$ cat src/rtl/div_pkg.sv
// Shared definitions for the sequential divider: FSM states and default width.
package div_pkg;

    localparam int DIV_WIDTH = 32;

    typedef enum logic [1:0] {
        IDLE = 2'd0,
        CALC = 2'd1,
        FIX  = 2'd2
    } div_state_e;

endpackage

$ cat src/rtl/div_abs_neg.sv
// Conditional two's-complement negate. It produces an operand magnitude when
// fed an operand and its sign bit, and restores a result sign when fed a
// magnitude and the wanted sign.
module div_abs_neg #(
    parameter int WIDTH = 32
) (
    input  logic [WIDTH-1:0] value,
    input  logic             neg,
    output logic [WIDTH-1:0] result
);

    assign result = neg ? -value : value;

endmodule

$ cat src/rtl/div_seq.sv
// Sequential restoring divider with signed and unsigned modes. It takes one
// quotient bit per cycle, applies truncating sign correction in a final FIX
// cycle, and short-cuts divide-by-zero straight to FIX.
module div_seq
    import div_pkg::*;
#(
    parameter int WIDTH = DIV_WIDTH,
    parameter int CNT_W = $clog2(WIDTH + 1)
) (
    input  logic             clk,
    input  logic             reset_n,
    input  logic             start,
    input  logic             signed_op,
    input  logic             flush,
    input  logic [WIDTH-1:0] dividend_in,
    input  logic [WIDTH-1:0] divisor_in,
    output logic             busy,
    output logic             done,
    output logic             zero_division_flag,
    output logic [WIDTH-1:0] quotient_out,
    output logic [WIDTH-1:0] remainder_out
);

    div_state_e       state, next_state;
    logic [CNT_W-1:0] cnt;
    logic [WIDTH-1:0] dvd_raw;     // dividend as given, returned on divide-by-zero
    logic [WIDTH-1:0] dvd_sh;      // dividend magnitude, shifted out MSB first
    logic [WIDTH-1:0] dvs_mag;
    logic [WIDTH-1:0] rem;
    logic [WIDTH-1:0] quo;
    logic             q_neg;
    logic             r_neg;
    logic             div_zero;

    logic [WIDTH-1:0] dvd_mag_in;
    logic [WIDTH-1:0] dvs_mag_in;
    logic [WIDTH-1:0] q_fix;
    logic [WIDTH-1:0] r_fix;
    logic [WIDTH:0]   trial;
    logic [WIDTH:0]   trial_diff;
    logic             trial_ge;
    logic             divisor_zero;

    // Magnitudes only differ from the raw operands in signed mode.
    div_abs_neg #(.WIDTH(WIDTH)) u_abs_dvd (
        .value  (dividend_in),
        .neg    (signed_op & dividend_in[WIDTH-1]),
        .result (dvd_mag_in)
    );

    div_abs_neg #(.WIDTH(WIDTH)) u_abs_dvs (
        .value  (divisor_in),
        .neg    (signed_op & divisor_in[WIDTH-1]),
        .result (dvs_mag_in)
    );

    div_abs_neg #(.WIDTH(WIDTH)) u_fix_quo (
        .value  (quo),
        .neg    (q_neg),
        .result (q_fix)
    );

    div_abs_neg #(.WIDTH(WIDTH)) u_fix_rem (
        .value  (rem),
        .neg    (r_neg),
        .result (r_fix)
    );

    assign divisor_zero = (divisor_in == '0);

    // Partial remainder is always below the divisor, so one extra bit holds
    // the shifted trial value without overflow.
    assign trial      = {rem, dvd_sh[WIDTH-1]};
    assign trial_diff = trial - {1'b0, dvs_mag};
    assign trial_ge   = (trial >= {1'b0, dvs_mag});

    // State register.
    always_ff @(posedge clk) begin
        // NOTE: sequential state uses non-blocking assignments so every flop samples pre-edge values.
        if (!reset_n) begin
            state <= IDLE;
        end else begin
            state <= next_state;
        end
    end

    // Next-state decode; flush wins over everything except reset.
    always_comb begin
        // NOTE: every output of this block gets a default first, so no path can infer a latch.
        next_state = state;
        busy       = (state != IDLE);
        if (flush) begin
            next_state = IDLE;
        end else begin
            case (state)
                IDLE:    if (start) next_state = divisor_zero ? FIX : CALC;
                CALC:    if (cnt == CNT_W'(1)) next_state = FIX;
                FIX:     next_state = IDLE;
                default: next_state = IDLE;
            endcase
        end
    end

    // Datapath: operand capture, one restoring step per CALC cycle, result
    // registration in FIX. Results only change in FIX, so they stay stable
    // between done pulses and survive a flush.
    always_ff @(posedge clk) begin
        if (!reset_n) begin
            cnt                <= '0;
            dvd_raw            <= '0;
            dvd_sh             <= '0;
            dvs_mag            <= '0;
            rem                <= '0;
            quo                <= '0;
            q_neg              <= 1'b0;
            r_neg              <= 1'b0;
            div_zero           <= 1'b0;
            done               <= 1'b0;
            zero_division_flag <= 1'b0;
            quotient_out       <= '0;
            remainder_out      <= '0;
        end else begin
            done <= 1'b0;
            if (!flush) begin
                case (state)
                    IDLE: begin
                        if (start) begin
                            dvd_raw  <= dividend_in;
                            dvd_sh   <= dvd_mag_in;
                            dvs_mag  <= dvs_mag_in;
                            q_neg    <= signed_op & (dividend_in[WIDTH-1] ^ divisor_in[WIDTH-1]);
                            r_neg    <= signed_op & dividend_in[WIDTH-1];
                            div_zero <= divisor_zero;
                            cnt      <= CNT_W'(WIDTH);
                            rem      <= '0;
                            quo      <= '0;
                        end
                    end
                    CALC: begin
                        rem    <= trial_ge ? trial_diff[WIDTH-1:0] : trial[WIDTH-1:0];
                        quo    <= {quo[WIDTH-2:0], trial_ge};
                        dvd_sh <= {dvd_sh[WIDTH-2:0], 1'b0};
                        cnt    <= cnt - CNT_W'(1);
                    end
                    FIX: begin
                        done               <= 1'b1;
                        zero_division_flag <= div_zero;
                        quotient_out       <= div_zero ? '1 : q_fix;
                        remainder_out      <= div_zero ? dvd_raw : r_fix;
                    end
                    default: ;
                endcase
            end
        end
    end

endmodule

$ cat config.mk
export PLATFORM = sky130hd
export DESIGN_NAME = div_seq
export DESIGN_NICKNAME = d
export VERILOG_FILES = /design/src/rtl/div_pkg.sv /design/src/rtl/div_abs_neg.sv /design/src/rtl/div_seq.sv
export SDC_FILE = /design/constraint.sdc
export NUM_CORES = 1
export LEC_CHECK = 0
export CELL_PAD_IN_SITES_DETAIL_PLACEMENT = 1
export CELL_PAD_IN_SITES_GLOBAL_PLACEMENT = 2
export CORE_UTILIZATION = 37
export DETAILED_ROUTE_END_ITERATION = 8
export HOLD_SLACK_MARGIN = 0.1
export PLACE_DENSITY_LB_ADDON = 0.3
export SYNTH_ARGS = -nofsm -noshare
export SYNTH_HDL_FRONTEND = slang
export SYNTH_SLANG_ARGS = --single-unit
$ cat constraint.sdc
create_clock -name clk -period 6.1 [get_ports clk]
set_input_delay 1.525 -clock clk [delete_from_list [all_inputs] [get_ports clk]]
set_output_delay 1.525 -clock clk [all_outputs]
set_load 0.05 [all_outputs]
==> metrics.txt, run 1 <==
TritonCTS Buffers=29; HPWL Detailed=31640 µm; post_cts resized=0; CTS tree=done; Max clock buf depth=3; DR iter-0 viols=566; H-tree Lvls=1; via count=12760; routability cong.=0.8665; post-placement cell count=2238; clk_skew=0.01674 ns; DR vias/cell=between 5 and 6; synthesized area=between 10000 and 15000 µm²; Post-synth EDFFs=0; Die Wd=roughly 200 µm; Sink Count=237; Worst Path Required=6.57 ns; Seq pwr share=42.3%; core area=36610 µm²; remaining antenna violation count=0; vias in the first global route=12970; HP Class=flop to flop; All-Layer GR Usage=approximately 23%; r2r startpoint=rem[5]; Seq/Total Area, Yosys=34.50%; Top Ports=136; synth unique cells=68; initial antenna violation count=0; layout cells sized above 1=4.665%; first-pass GRT wire length=between 70000 and 80000 µm; post-route insts no fill=approximately 2300; Fmax=229.4 MHz; clock network power share=42.9%; setup violators final=0; Worst Setup Start Kind=primary input; sum of negative setup slack=0 ns; Synthesis Warnings=0; Max Cap Violations=0; nets=~1900; hold_buf cts=0; crit path capture type=flop; post-route minimum period=~4.4 ns; sw power=1.080 mW; worst skew pair latency=0.57 ns; die area=between 30000 and 40000 µm²; RSZ-0062 raised after global routing=no; synthesis-stage register bit count=roughly 240; leak pwr=6.238 nW; Core Rows=70; final core occ=44.53%; final-report hold violation count=0; fraction of power spent switching nets=around 28%; DRC=0; outcome=completed; cell-internal power=about 2.8 mW; Slew @ Worst Pin=1.017 ns; Max FO, Critical Path=5; drt pass-1 iters=5; Synth Area per Inst=7.913 µm²; Critical path origin=divisor_in[3]; Die Y-Extent=between 150 and 200 µm; Clock Pin Slew Worst Setup and Hold Paths=0.06 ns; Post-CTS Setup Bufs=0; commonest non-fill, non-tap cell in the layout=nand2_1; IO buf count=about 140; fill cell count=4403; PwrDens=237.1 nW/µm²; Final Max Tran Viols=0; Mapped Nets=1846; Initial Util=37.57%; area grow syn2layout=18.53%; combinational cell fraction of total power=14.8%; VDD IR-drop max=0.0002258 V; largest net degree at the start of global routing=93; Async SR Flop Fraction=0%; Crit Path Category=primary input to flop; gr ovfl total=0; crit path DAT=4.83 ns; max_slew headroom=32.21%; Avg WL per Cell=18.90 µm; Root Buffer=clkbuf_16; Primary FF master, synth=dfxtp_1; cell count after synthesis=1738; final wirelength=around 43000 µm; Hold Startpoint=remainder_out[9]; most frequent cells in the layout=261 x nand2_1, 236 x dfxtp_1, 142 x o21ai_0; Final Cycle Share=71.47%
==> worst max-delay path: stages <==
cell	delay (ns)
clkdlybuf4s50_1	0.49
nor4_1	0.71
nand2_1	0.15
nor4b_1	0.77
nand3b_1	0.20
nor4_1	0.58
a21oi_1	0.15
nor4_1	0.25
==> final cells by class <==
type / instances / area, µm² / share of cell area [%]
clock buffer: 42 / 844.6 / 5.181
timing repair buffer: 150 / 1474 / 9.041
antenna: 1 / 2.502 / 0.01535
multi-input combinational: 1325 / 8359 / 51.28
tap: 468 / 585.6 / 3.592
sequential: 237 / 4746 / 29.11
clock inverter: 10 / 72.57 / 0.4452
inverter: 58 / 217.7 / 1.335
==> power by group through the flow <==
stage | registers (mW) | logic [mW] | clock network [mW]
floorplan | 1.66 | 0.376 | 0
global placement | 1.67 | 0.561 | 0
detailed placement | 1.67 | 0.572 | 0
CTS | 1.63 | 0.575 | 1.70
global route | 1.64 | 0.633 | 1.76
finish | 1.63 | 0.572 | 1.66
==> synthesized netlist by cell type (all sizes together), types with 4 or more instances <==
master   count  area [µm²]
dfxtp      237        4745
a222oi       4       40.04
o211a       24       240.2
nand3b       5       37.54
and3         6       37.54
xnor2       61       534.3
nand2      261       979.7
a21oi      109       545.5
nand2b      13       81.33
or4         14       116.4
o41ai       18       172.7
ha          38       475.5
o211ai      14       105.1
or2          6       37.54
nor3        29       145.1
a22oi       32       240.2
a21boi      66       495.5
nor3b        5       37.54
nand4b       4       35.03
a21o        14       105.1
inv         58       217.7
or3         11       73.82
a211oi      21       157.7
and2        16       100.1
o21a         5       37.54
nor2        82       307.8
a32oi       12       105.1
xor2        83       727.0
o21ai      151       755.7
o31ai       22       178.9
a31oi       15       93.84
clkbuf     104       390.4
nand4       15       93.84
buf         14       67.56
a211o        4       35.03
mux2i       26       260.3
a2111oi      4       35.03
nor4        21       152.6
nand3       27       140.1
nor2b       63       394.1
==> stage by stage <==
stage | cell area, µm² | hold slack (ns) | setup WS (ns) | power, mW
3_3_place_gp | 15380 | 0.4460 | 1.296 | 2.226
2_1_floorplan | 13750 | 0.4208 | 2.461 | 2.038
6_report | 16300 | 0.4605 | 1.740 | 3.865
4_1_cts | 16300 | 0.4640 | 1.745 | 3.911
5_1_grt | 16300 | 0.4793 | 1.253 | 4.033
3_5_place_dp | 15380 | 0.4560 | 1.176 | 2.238
==> state kept, by name, summed over array words and instances, names as in the netlist <==
signal / flops
dvd_raw: 32
cnt: 6
r_neg: 1
div_zero: 1
remainder_out: 32
done: 1
dvd_sh: 32
rem: 32
zero_division_flag: 1
state: 2
q_neg: 1
dvs_mag: 32
quotient_out: 32
quo: 32
==> path summary, 6_finish.rpt <==
path	end	slack, ns	cells past startpoint
min reg2reg	remainder_out[9]	0.46	2
min	remainder_out[9]	0.46	2
max reg2reg	rem[23]	2.04	10
max	state[1]	1.74	8
==> metal layers <==
metal | share of wire, % | routed length (µm) | global-route usage, %
met1 | 47 | 20170 | 29.70
met2 | 48 | 20890 | 39.85
met3 | 3.0 | 1291 | 2.377
met4 | 2.2 | 955 | 5.366
met5 | 0 | 0 | 0
==> kinds of logic (layout without fill, tap and decap cells) <==
group	Yosys count	in the layout	synth area share (%)
and+or+nand+nor	582	582	20.45
AOI/OAI and AO/OA	534	534	25.47
DFF	237	237	34.50
buffers and inverters	176	260	4.913
xor gates and xnor gates	144	144	9.170
adders and majority gates	39	39	3.603
muxes	26	26	1.892
other	0	1	0
No activity file was read; power rests on OpenSTA's default activity.
==> run 2: changes to the inputs <==
CORE_UTILIZATION = 31   (was 37)
clock period = 3.55 ns   (was 6.1 ns; I/O delays follow)
==> run 2 against run 1 <==
  * Sequential power increased by 72%
  * Total power increased by 78%
  * Largest cell class unchanged
  * Via count increased by 1.7%
  * Sequential share of layout area decreased by 1.3 points
  * Worst setup slack got worse by 1.3 ns
  * Clock-buffer cell count increased by 2
  * Global-route usage decreased by 2.6 points
  * Utilization decreased by 5.3 points
  * First-iteration DRC count increased by 7.2%
  * Non-clock buffer count increased by 64
  * Clock power increased by 82%
==> metrics.txt, run 2 (synthesized netlist as in run 1, its figures left out) <==
outcome=completed; TritonCTS Buffers=30; Final Max Tran Viols=0; vias in the first global route=13330; Top Ports=between 100 and 150; final core occ=39.25%; Fmax=320.6 MHz; total chip power=about 6.9 mW; leak pwr=6.614 nW; hold_buf cts=0; DR vias/cell=around 5.3; first-pass GRT wire length=about 73000 µm; Max clock buf depth=3; Register Area=about 4700 µm²; die area=45210 µm²; worst skew pair latency=0.57 ns; remaining antenna violation count=0; sum of negative setup slack=0 ns; DRC=0; setup violators final=0; gr ovfl total=0; Die Wd=~210 µm; Worst path max stage delay=0.66 ns; Avg WL per Cell=18.13 µm; Max Cap Violations=0; DR iter-0 viols=607; CP max stage cell=or4_1; Clock Pin Slew Worst Setup and Hold Paths=0.06 ns; Sink Count=237; Crit Path Category=flop to flop; crit path capture type=flop; Worst Setup Start Kind=flop; clk_skew=0.01778 ns; final wirelength=around 45000 µm; HP Class=flop to flop; fill cell count=5212; final-report hold violation count=0; CTS tree=done; VDD IR-drop max=~0.00034 V; All-Layer GR Usage=between 20% and 30%; crit path DAT=3.61 ns; Max FO, Critical Path=7; ant diodes=0; Initial Util=31.65%; initial antenna violation count=0; commonest non-fill, non-tap cell in the layout=nand2_1; largest net degree at the start of global routing=80; via count=12980; most frequent cells in the layout=261 x nand2_1, 236 x dfxtp_1, 142 x o21ai_0; delay-heaviest family, CP=simple AND/OR/NAND/NOR gates; layout cells sized above 1=8.011%; PwrDens=403.2 nW/µm²; IO buf count=between 100 and 150; Root Buffer=clkbuf_16; area grow syn2layout=24.01%; max_slew headroom=a little over two fifths; Core Rows=76; H-tree Lvls=1; Worst Path Required=4.04 ns; multi-input combinational cell area=roughly 8400 µm²; HPWL Detailed=33110 µm; Final Cycle Share=87.87%; RSZ-0062 raised after global routing=no; Crit path buffers/inverters=2; Slew @ Worst Pin=0.8702 ns; core area=43460 µm²; worst-path cell chain=buf_4 > or4_1 > nor4_1 > buf_4 > nand2_1 > o31ai_1 > xor2_1 > o21ai_0 > nand2_1 > a21boi_0; nets=slightly below 2000; Die Y-Extent=212.6 µm; drt pass-1 iters=5; routability cong.=0.8608; post-route minimum period=around 3.1 ns
run 2: routing by layer:
| layer | wire length [µm] | track usage [%] |
|---|---|---|
| met1 | 20560 | 25.85 |
| met2 | 22000 | 35.19 |
| met3 | 1179 | 2.319 |
| met4 | 1035 | 5.210 |
| met5 | 0 | 0 |
run 2: path summary, 6_finish.rpt:
path	startpoint	end	slack, ns	cells past startpoint
setup reg to reg	rem[3]	remainder_out[22]	0.43	10
setup / recovery	rem[3]	remainder_out[22]	0.43	10
hold / removal	remainder_out[31]	remainder_out[31]	0.46	2
hold reg to reg	remainder_out[31]	remainder_out[31]	0.46	2
run 2: repair_timing:
action | in CTS | in global routing
setup endpoints to repair | 0 | 32
setup buffers | 0 | 0
resized for setup | 0 | 2
run 2: worst register-to-register path: stages (launching register included):
cell and delay, ns:
dfxtp_1 0.33, buf_4 0.16, or4_1 0.66, nor4_1 0.48, buf_4 0.21, nand2_1 0.06
o31ai_1 0.26, xor2_1 0.11, o21ai_0 0.46, nand2_1 0.13, a21boi_0 0.17
run 2: power by group:
part	internal (mW)	switching, mW	total, mW
registers	2.75	0.0532	2.80
clock network	1.83	1.19	3.02
logic	0.433	0.619	1.05
total	5.01	1.87	6.88
run 2: area by class of cell:
class,instances,area share [%]
Timing Repair Buffer,214,11.83
Sequential cell,237,27.83
Clock buffer,44,5.363
Clock inverter,7,0.3668
Inverter,58,1.277
Tap cell,585,4.292
Multi-Input combinational cell,1325,49.05
run 2: through the flow:
stage                     worst slack (ns)  hold slack [ns]  instances  area, µm²
final                               0.4307           0.4553       2470      17060
after global routing                0.2247           0.4723       2470      17060
after CTS                           0.1275           0.4609       2470      17050
after detailed placement          0.005553           0.4527       2419      16070
after global placement            -0.01872           0.4476       2419      16070
after floorplan                     0.5482           0.4208       1738      13750
==> edit (flow settings as in run 1) <==
Register the inputs `start`, `signed_op`, `flush`, `dividend_in` and `divisor_in` before use, without a reset. The logic sees them one clock later.
--- a/src/rtl/div_seq.sv
+++ b/src/rtl/div_seq.sv
@@ -21,6 +21,20 @@
     output logic [WIDTH-1:0] remainder_out
 );
 
+    logic start_q;
+    logic signed_op_q;
+    logic flush_q;
+    logic [WIDTH-1:0] dividend_q;
+    logic [WIDTH-1:0] divisor_q;
+
+    always_ff @(posedge clk) begin
+        start_q     <= start;
+        signed_op_q <= signed_op;
+        flush_q     <= flush;
+        dividend_q  <= dividend_in;
+        divisor_q   <= divisor_in;
+    end
+
     div_state_e       state, next_state;
     logic [CNT_W-1:0] cnt;
     logic [WIDTH-1:0] dvd_raw;     // dividend as given, returned on divide-by-zero
@@ -43,14 +57,14 @@
 
     // Magnitudes only differ from the raw operands in signed mode.
     div_abs_neg #(.WIDTH(WIDTH)) u_abs_dvd (
-        .value  (dividend_in),
-        .neg    (signed_op & dividend_in[WIDTH-1]),
+        .value  (dividend_q),
+        .neg    (signed_op_q & dividend_q[WIDTH-1]),
         .result (dvd_mag_in)
     );
 
     div_abs_neg #(.WIDTH(WIDTH)) u_abs_dvs (
-        .value  (divisor_in),
-        .neg    (signed_op & divisor_in[WIDTH-1]),
+        .value  (divisor_q),
+        .neg    (signed_op_q & divisor_q[WIDTH-1]),
         .result (dvs_mag_in)
     );
 
@@ -66,7 +80,7 @@
         .result (r_fix)
     );
 
-    assign divisor_zero = (divisor_in == '0);
+    assign divisor_zero = (divisor_q == '0);
 
     // Partial remainder is always below the divisor, so one extra bit holds
     // the shifted trial value without overflow.
@@ -89,11 +103,11 @@
         // NOTE: every output of this block gets a default first, so no path can infer a latch.
         next_state = state;
         busy       = (state != IDLE);
-        if (flush) begin
+        if (flush_q) begin
             next_state = IDLE;
         end else begin
             case (state)
-                IDLE:    if (start) next_state = divisor_zero ? FIX : CALC;
+                IDLE:    if (start_q) next_state = divisor_zero ? FIX : CALC;
                 CALC:    if (cnt == CNT_W'(1)) next_state = FIX;
                 FIX:     next_state = IDLE;
                 default: next_state = IDLE;
@@ -121,15 +135,15 @@
             remainder_out      <= '0;
         end else begin
             done <= 1'b0;
-            if (!flush) begin
+            if (!flush_q) begin
                 case (state)
                     IDLE: begin
-                        if (start) begin
-                            dvd_raw  <= dividend_in;
+                        if (start_q) begin
+                            dvd_raw  <= dividend_q;
                             dvd_sh   <= dvd_mag_in;
                             dvs_mag  <= dvs_mag_in;
-                            q_neg    <= signed_op & (dividend_in[WIDTH-1] ^ divisor_in[WIDTH-1]);
-                            r_neg    <= signed_op & dividend_in[WIDTH-1];
+                            q_neg    <= signed_op_q & (dividend_q[WIDTH-1] ^ divisor_q[WIDTH-1]);
+                            r_neg    <= signed_op_q & dividend_q[WIDTH-1];
                             div_zero <= divisor_zero;
                             cnt      <= CNT_W'(WIDTH);
                             rem      <= '0;
Formal check against the unedited RTL: not equivalent (Yosys sat finds a counterexample within 4 cycles, from zero or initial values and one cycle with reset_n low).
==> edit against run 1 <==
Register-to-register slack improved by 0.80 ns; design area rose by 7.1%; synthesized area rose by 5.9%; worst setup slack improved by 0.85 ns; worst hold slack barely moved; power rose by 23%; routed wire length rose by 4.3%; fmax rose by 24%; sequential cell count rose by 67; critical path type is now register to primary output; highest routed layer unchanged.
==> edit: results (changes against run 1) <==
| Metric | Value |
|---|---|
| Crit path from | `state[0]` |
| Net Count, Synth | `1791 (-3.0%)` |
| Post-synth top cells | `dfxtp_1, nand2_1, o21ai_0` |
| CP Max Fanout | `5 (unchanged)` |
| H-tree depth | `2 (+1)` |
| Status | `completed` |
| Leak Pwr | `0.00675 uW (+8.1%)` |
| Post-synth cell types | `72 (+5.9%)` |
| All-Layer GR Usage | `0.225 (-0.00221)` |
| TritonCTS buffer count | `36 (+24%)` |
| Antenna Diode Count | `0 (-1)` |
| Post-CTS sizing | `0 (unchanged)` |
| Hold Startpoint | `remainder_out[19]` |
| Vias/cell | `5.45 (-2.0%)` |
| Maximum VDD drop | `212 uV (-5.9%)` |
| Worst R2R Start | `dvd_sh[31]` |
| FFs w/ async S/R, synth | `0 (unchanged)` |
| Share of cells above drive strength 1 | `0.0568 (+0.0101)` |
| Final HPWL DP | `32500 um (+2.6%)` |
| Worst Clk Skew | `0.0201 ns (+0.00331 ns)` |
| Seq/Total Area, Yosys | `0.418 (+0.0728)` |
| Placer Congestion | `0.834 (-3.8%)` |
| WP data arrival | `1.99 ns (-2.84 ns)` |
| Cell Int Power | `3540 uW (+27%)` |
| Layout Nets | `1879 (-1.6%)` |
| Iter 0 DRT Violations | `571 (+0.88%)` |
| Top cells by area, synth | `dfxtp_1, xor2_1, nand2_1` |
| Worst-Margin Slew | `0.836 ns (-0.181 ns)` |
| WL/cell | `19.5 um (+3.2%)` |
| Fillcell total | `4584 (+4.1%)` |
| Post-CTS Setup Bufs | `0 (unchanged)` |
## edit: worst paths after layout
check / to / slack (ns) / cells after the start
max reg2reg: rem[28] / 2.84 / 12
min reg2reg: remainder_out[19] / 0.46 / 2
min: remainder_out[19] / 0.46 / 2
max: busy / 2.59 / 3
## edit: kinds of logic (layout without fill, tap and decap cells)
| group | Yosys count | after routing | synth area share |
|---|---|---|---|
| buffers and inverters | 165 | 278 | 0.0475 |
| AO/OA/AOI/OAI | 536 | 536 | 0.240 |
| adder cells (fa/ha/maj) | 39 | 39 | 0.0340 |
| flip-flops | 304 | 304 | 0.418 |
| multiplexers | 23 | 23 | 0.0158 |
| XOR/XNOR | 150 | 150 | 0.0902 |
| AND/OR/NAND/NOR | 466 | 466 | 0.154 |
## edit: worst max-delay path, cell delays in order (launching register included)
cell             delay, ns
dfxtp_1               0.45
nor2_1                0.09
inv_1                 0.10
clkdlybuf4s50_1       0.80
## edit: final cells by class
cell class | instances | share of cell area
Multi-Input combinational cell | 1214 | 0.449
Sequential cell | 304 | 0.349
Timing Repair Buffer | 154 | 0.0855
Clock buffer | 55 | 0.0621
Tap cell | 518 | 0.0371
Inverter | 61 | 0.0131
Clock inverter | 8 | 0.00416
## edit: through the flow
stage	util	setup slack (ns)	std cells	cell area, sq um	hold slack [ns]
after CTS	0.451	2.55	2314	17500	0.464
after global placement	0.421	2.88	2251	16300	0.449
after detailed placement	0.421	2.81	2251	16300	0.457
final	0.451	2.59	2314	17500	0.460
after global routing	0.451	2.48	2314	17500	0.482
after floorplan	-	3.21	1683	14600	0.437
## edit: power by group through the flow
stage               Sequential, uW  Combinational [uW]  Clock [uW]
floorplan                     2150                 350           0
global placement              2170                 499           0
detailed placement            2170                 506           0
CTS                           2130                 510        2180
global route                  2130                 562        2270
finish                        2130                 508        2130
## edit: routing by layer
metal | vias to the layer above | wire length [um] | part of all wire | GRT usage
li1 | 6146 | - | - | -
met1 | 6138 | 21700 | 0.48 | 0.309
met4 | 0 | 1020 | 0.023 | 0.0632
met5 | - | 0 | 0 | 0
met3 | 61 | 2170 | 0.048 | 0.0401
met2 | 275 | 20200 | 0.45 | 0.360
